### config.mk
export PLATFORM = sky130hd
export DESIGN_NAME = ex_mem_pipe
export DESIGN_NICKNAME = d
export VERILOG_FILES = /design/src/rtl/ex_mem_pipe.sv
export SDC_FILE = /design/constraint.sdc
export NUM_CORES = 1
export LEC_CHECK = 0
export CORE_AREA = 2 2 193 195
export DETAILED_ROUTE_END_ITERATION = 8
export DIE_AREA = 0 0 195 197
export HOLD_SLACK_MARGIN = 0.15
export PLACE_DENSITY_LB_ADDON = 0.1
export REMOVE_ABC_BUFFERS = 1
export SLEW_MARGIN = 10
export SYNTH_ARGS = -nofsm -noshare
export SYNTH_HDL_FRONTEND = slang
export SYNTH_SLANG_ARGS = --single-unit
### constraint.sdc
create_clock -name clk -period 1.74 [get_ports clk]
set_input_delay 0.261 -clock clk [delete_from_list [all_inputs] [get_ports clk]]
set_output_delay 0.261 -clock clk [all_outputs]
set_load 0.01 [all_outputs]
### src/rtl/ex_mem_pipe.sv
// EX/MEM pipeline register: carries the EX result bundle into MEM and
// returns the multi-cycle MADD/MSUB partial HI/LO and step count to EX.
module ex_mem_pipe #(
  parameter int unsigned DATA_W  = 32,
  parameter int unsigned RADDR_W = 5,
  parameter int unsigned ALUOP_W = 8,
  parameter int unsigned CNT_W   = 2,
  parameter int unsigned STALL_W = 6,
  parameter int unsigned EX_IDX  = 3,
  parameter int unsigned MEM_IDX = 4
) (
  input  logic                 clk,
  input  logic                 rst,
  input  logic [STALL_W-1:0]   stall,
  input  logic                 flush,
  input  logic [RADDR_W-1:0]   ex_wd,
  input  logic                 ex_wreg,
  input  logic [DATA_W-1:0]    ex_wdata,
  input  logic                 ex_whilo,
  input  logic [DATA_W-1:0]    ex_hi,
  input  logic [DATA_W-1:0]    ex_lo,
  input  logic [ALUOP_W-1:0]   ex_aluop,
  input  logic [DATA_W-1:0]    ex_mem_addr,
  input  logic [DATA_W-1:0]    ex_reg2,
  input  logic                 ex_valid,
  input  logic [2*DATA_W-1:0]  hilo_i,
  input  logic [CNT_W-1:0]     cnt_i,
  output logic [RADDR_W-1:0]   mem_wd,
  output logic                 mem_wreg,
  output logic [DATA_W-1:0]    mem_wdata,
  output logic                 mem_whilo,
  output logic [DATA_W-1:0]    mem_hi,
  output logic [DATA_W-1:0]    mem_lo,
  output logic [ALUOP_W-1:0]   mem_aluop,
  output logic [DATA_W-1:0]    mem_mem_addr,
  output logic [DATA_W-1:0]    mem_reg2,
  output logic                 mem_valid,
  output logic [2*DATA_W-1:0]  hilo_o,
  output logic [CNT_W-1:0]     cnt_o
);

  typedef struct packed {
    logic [RADDR_W-1:0] wd;
    logic               wreg;
    logic [DATA_W-1:0]  wdata;
    logic               whilo;
    logic [DATA_W-1:0]  hi;
    logic [DATA_W-1:0]  lo;
    logic [ALUOP_W-1:0] aluop;
    logic [DATA_W-1:0]  mem_addr;
    logic [DATA_W-1:0]  reg2;
    logic               valid;
  } bundle_t;

  // Per-edge update action; reset is handled directly in the register block.
  typedef enum logic [1:0] {
    ACT_FLUSH,
    ACT_HOLD,
    ACT_BUBBLE,
    ACT_ADVANCE
  } act_e;

  act_e                act;
  bundle_t             ex_bundle;
  bundle_t             bundle_q, bundle_d;
  logic [2*DATA_W-1:0] hilo_q, hilo_d;
  logic [CNT_W-1:0]    cnt_q, cnt_d;

  assign ex_bundle = '{
    wd:       ex_wd,
    wreg:     ex_wreg,
    wdata:    ex_wdata,
    whilo:    ex_whilo,
    hi:       ex_hi,
    lo:       ex_lo,
    aluop:    ex_aluop,
    mem_addr: ex_mem_addr,
    reg2:     ex_reg2,
    valid:    ex_valid
  };

  // Resolve flush > MEM hold > EX bubble > advance.
  always_comb begin
    act = ACT_ADVANCE;
    if (flush) begin
      act = ACT_FLUSH;
    end else if (stall[MEM_IDX]) begin
      act = ACT_HOLD;
    end else if (stall[EX_IDX]) begin
      act = ACT_BUBBLE;
    end
  end

  // Next-state selection for the bundle and the multi-cycle side state.
  always_comb begin
    bundle_d = bundle_q;
    hilo_d   = hilo_q;
    cnt_d    = cnt_q;
    unique case (act)
      ACT_FLUSH: begin
        bundle_d = '0;
        hilo_d   = '0;
        cnt_d    = '0;
      end
      ACT_HOLD: begin
        bundle_d = bundle_q;
        hilo_d   = hilo_q;
        cnt_d    = cnt_q;
      end
      // MEM gets a NOP while EX's accumulate state is parked here for one cycle.
      ACT_BUBBLE: begin
        bundle_d = '0;
        hilo_d   = hilo_i;
        cnt_d    = cnt_i;
      end
      ACT_ADVANCE: begin
        bundle_d = ex_bundle;
        hilo_d   = '0;
        cnt_d    = '0;
      end
      default: begin
        bundle_d = '0;
        hilo_d   = '0;
        cnt_d    = '0;
      end
    endcase
  end

  // State register with synchronous active-low reset.
  always_ff @(posedge clk) begin
    if (!rst) begin
      bundle_q <= '0;
      hilo_q   <= '0;
      cnt_q    <= '0;
    end else begin
      bundle_q <= bundle_d;
      hilo_q   <= hilo_d;
      cnt_q    <= cnt_d;
    end
  end

  assign mem_wd       = bundle_q.wd;
  assign mem_wreg     = bundle_q.wreg;
  assign mem_wdata    = bundle_q.wdata;
  assign mem_whilo    = bundle_q.whilo;
  assign mem_hi       = bundle_q.hi;
  assign mem_lo       = bundle_q.lo;
  assign mem_aluop    = bundle_q.aluop;
  assign mem_mem_addr = bundle_q.mem_addr;
  assign mem_reg2     = bundle_q.reg2;
  assign mem_valid    = bundle_q.valid;
  assign hilo_o       = hilo_q;
  assign cnt_o        = cnt_q;

endmodule

==> results list <==
- Status: finished, final reports clean
- The number of global-route vias before repair was 8,999.
- Period Utilization, post-route: 97.7%
- Net switching is 23.9% of the power.
- Total power for the finished layout comes to 13.4 mW.
- Overall die height: 197 um
- Transition at the pin with the smallest max-transition slack: 0.558 ns
* H-tree levels: 1
- Clock tree from TritonCTS: yes
- Area used by sequential logic in the layout: 4840 um^2
- After legalization and detailed placement, the total HPWL measured 25,900 um.
- Counting along the longest clock path gives a buffer depth of 3.
- The kind of cell with the highest combined delay along the critical path is buffers and inverters.
- Maximum number of pins on one net before global-route repair: 82
* Combined buffer and inverter count along the critical path: 1
- Initial core utilization: 26.2%
- First-pass GRT wire length: 53,500 um
* Critical path, cell by cell: clkdlybuf4s50_1
- CTS placed an instance of sky130_fd_sc_hd__clkbuf_16 at the clock tree root.
* Count of port buffers added during placement: 488
- In this design, the stage delay of the slowest critical-path cell is 0.56 ns.
* Routability-driven placement congestion ratio: 0.777
- Cell Pwr Density: 824 nW/um^2
* Critical path class: flip-flop to output port
- Num CTS Buffers: 29
- Leakage Power: 6.96 nW
* Clock tree sinks: 242
- Share of total power in sequential cells: 43.1%
- Net switching power of the design: 3.19 mW
- Die extent in x: 195 um
- On the final layout, the worst clock skew is 0 ns.
* Final-report hold violation count: 0
- For this design, the slowest cell found on the critical path is sky130_fd_sc_hd__clkdlybuf4s50_1.
- Dividing the detail-routed wire length by the instance count gives 17.4 um.
- The first TritonRoute pass finished after 4 iterations.
- Number of antenna violations at the first check in global routing: 1
- Hold timing on the final database bottoms out at a slack of 0.252 ns.
- Clk pwr share: 43.6%
* Skew-Pair Late Insertion Delay: 0.55 ns
- Remaining global-route overflow: 0
- Relative to the synthesized area, the layout overhead comes to 70.4%.
- The floorplan step defined a core boundary enclosing 36,300 um^2.
- Measured on the finished design, the core utilization comes to 44.7%.
- Standard-cell row count: 70
* Area used by multi-input combinational logic: 4040 um^2
- Proportion of power drawn by combinational gates: 13.4%
- For this block, wires on met1 add up to 14,900 um.
- The mapped netlist covers 9510 um^2.
- Buffers added to address setup during post-CTS repair amount to 0.
- # setup viols final: 0
- Kind of path behind the tightest hold check: input port to flip-flop
- Counting I/O delays and the setup requirement, the final critical path takes 1.70 ns.
- At the worst endpoint, the required time is 1.48 ns.
- Count of antenna-violating nets left after detailed routing: 0
- Post-layout nets: 1,819
- In this run, the number of DRC markers left after iteration 0 of detailed routing was 350.
- Post-Syn Area per Cell: 8.79 um^2
- Type of destination of the critical path: output port
- After clock tree synthesis, the clock-pin slew on the worst setup and hold paths is 0.06 ns.
- Counting every instance in the synthesized netlist gives 1,082.
* Data arrival at the endpoint of the critical path: 1.44 ns
- In the routed layout, each cell is associated on average with a via count of 4.54.
- Synthesis inferred 242 register bits.
* Total Routing Usage GR: 17.6%
* Cell internal power dissipation: 10.2 mW
- Yosys mapped the design onto 19 distinct sky130hd cell types.
* Number of top-level pins: 493
- Maximum fanout along the worst path: 2
- Measured against its own limit, the worst slew margin works out to 62.8%.
* Met3 wirelength from detailed routing: 2950 um
* Upper clock frequency limit: 588 MHz
- Remaining design rule violation count: 0
- The tool flagged a number of max-cap violations equal to 0.
- Synthesis Warnings: 0
- Routed signal wires occupy layers up through met5.
* Vias: 9,346
- In the final layout, the share of cells above drive strength 1 is 8.19%.
* Sum of routed wire length over all layers: 35,800 um
* Slew Viols, Final: 0
- Metal2 WL: 17,100 um
* Nature of the critical path startpoint: flip-flop
- The share of the Yosys chip area taken by registers is 50.9%.
- The filler cells instantiated in the layout total 3,582.
- Worst IR Drop VDD: 660 uV
* Die ar.: 38,400 um^2
## cell usage after synthesis, drive strengths merged
master | n | share of area (%)
buf | 79 | 5.6
nor2b | 1 | 0.066
a21boi | 242 | 19
dfxtp | 242 | 51
nand3 | 242 | 13
clkbuf | 29 | 1.1
nand2 | 242 | 9.6
ha | 1 | 0.13
nor2 | 1 | 0.039
nand2b | 1 | 0.066
a21oi | 1 | 0.053
inv | 1 | 0.039
## power groups by stage
stage	Clock, mW	Sequential, mW	Combinational, mW
finish	5.82	5.75	1.78
CTS	6.03	5.75	1.82
global placement	0	5.87	1.85
detailed placement	0	5.87	1.84
global route	6.26	5.77	1.91
floorplan	0	5.94	0.450
## final cells by class
class                      instances  area share (%)
tap                              468            3.61
clock inverter                     5           0.170
multi-input combinational        731            24.9
antenna                            1          0.0154
sequential                       242            29.9
clock buffer                      47            5.45
inverter                           1          0.0232
timing repair buffer             562            35.9
## worst paths after layout
path / from / end / slack [ns] / depth (start not counted)
min reg2reg: mem_lo[19]$_SDFFE_PN0P_ / mem_lo[19]$_SDFFE_PN0P_ / 0.44 / 2
max reg2reg: hilo_o[26]$_SDFFE_PN0P_ / hilo_o[26]$_SDFFE_PN0P_ / 1.06 / 2
min: rst / mem_mem_addr[12]$_SDFFE_PN0P_ / 0.25 / 3
max: mem_aluop[5]$_SDFFE_PN0P_ / mem_aluop[5] / 0.04 / 1
## routing by layer
metal | track usage, % | up-vias
li1 | - | 4638
met1 | 21.1 | 4331
met2 | 30.0 | 331
met3 | 5.63 | 44
met4 | 4.95 | 2
met5 | 0.639 | -
## state kept, by name (all words and copies together), names as in the netlist
register / count
mem_hi: 32
cnt_o: 2
mem_whilo: 1
mem_reg2: 32
mem_wdata: 32
mem_wd: 5
mem_wreg: 1
hilo_o: 64
mem_lo: 32
mem_valid: 1
mem_aluop: 8
mem_mem_addr: 32
## cells in the final DEF (no fill, tap or decap), types with 4 or more instances in the layout
cell type                         count
sky130_fd_sc_hd__nand3_1            233
sky130_fd_sc_hd__clkbuf_1             9
sky130_fd_sc_hd__clkbuf_16           29
sky130_fd_sc_hd__nand3_2              9
sky130_fd_sc_hd__nand2_1            242
sky130_fd_sc_hd__dlymetal6s2s_1      57
sky130_fd_sc_hd__a21boi_1           180
sky130_fd_sc_hd__clkinv_2             4
sky130_fd_sc_hd__dlygate4sd2_1       80
sky130_fd_sc_hd__buf_12              27
sky130_fd_sc_hd__dfxtp_1            242
sky130_fd_sc_hd__a21boi_0            62
sky130_fd_sc_hd__clkbuf_8             9
sky130_fd_sc_hd__clkdlybuf4s50_1    350
sky130_fd_sc_hd__buf_4               48
## through the flow
step / TNS (ns) / instance area, um^2 / worst slack [ns] / instances
3_3_place_gp: -27.24 / 15300 / -0.223 / 2004
3_5_place_dp: -28.53 / 15300 / -0.246 / 2004
6_report: 0 / 16200 / 0.0403 / 2057
2_1_floorplan: -1619.71 / 8860 / -6.70 / 974
4_1_cts: 0 / 16100 / 0.000103 / 2056
5_1_grt: -0.00286 / 16200 / -0.00286 / 2057
## logic make-up after synthesis
| logic type | count (synthesis) | synth area share (%) |
|---|---|---|
| simple gates | 487 | 22.9 |
| fa+ha+maj | 1 | 0.132 |
| flops | 242 | 50.9 |
| buf+inv | 109 | 6.83 |
| compound gates | 243 | 19.2 |
## repair_timing
action                                  CTS  global route
hold buffers                              0             0
endpoints found under the setup margin   80            57
gates resized for setup                  80            57
Power figures use the tool's default switching activity.
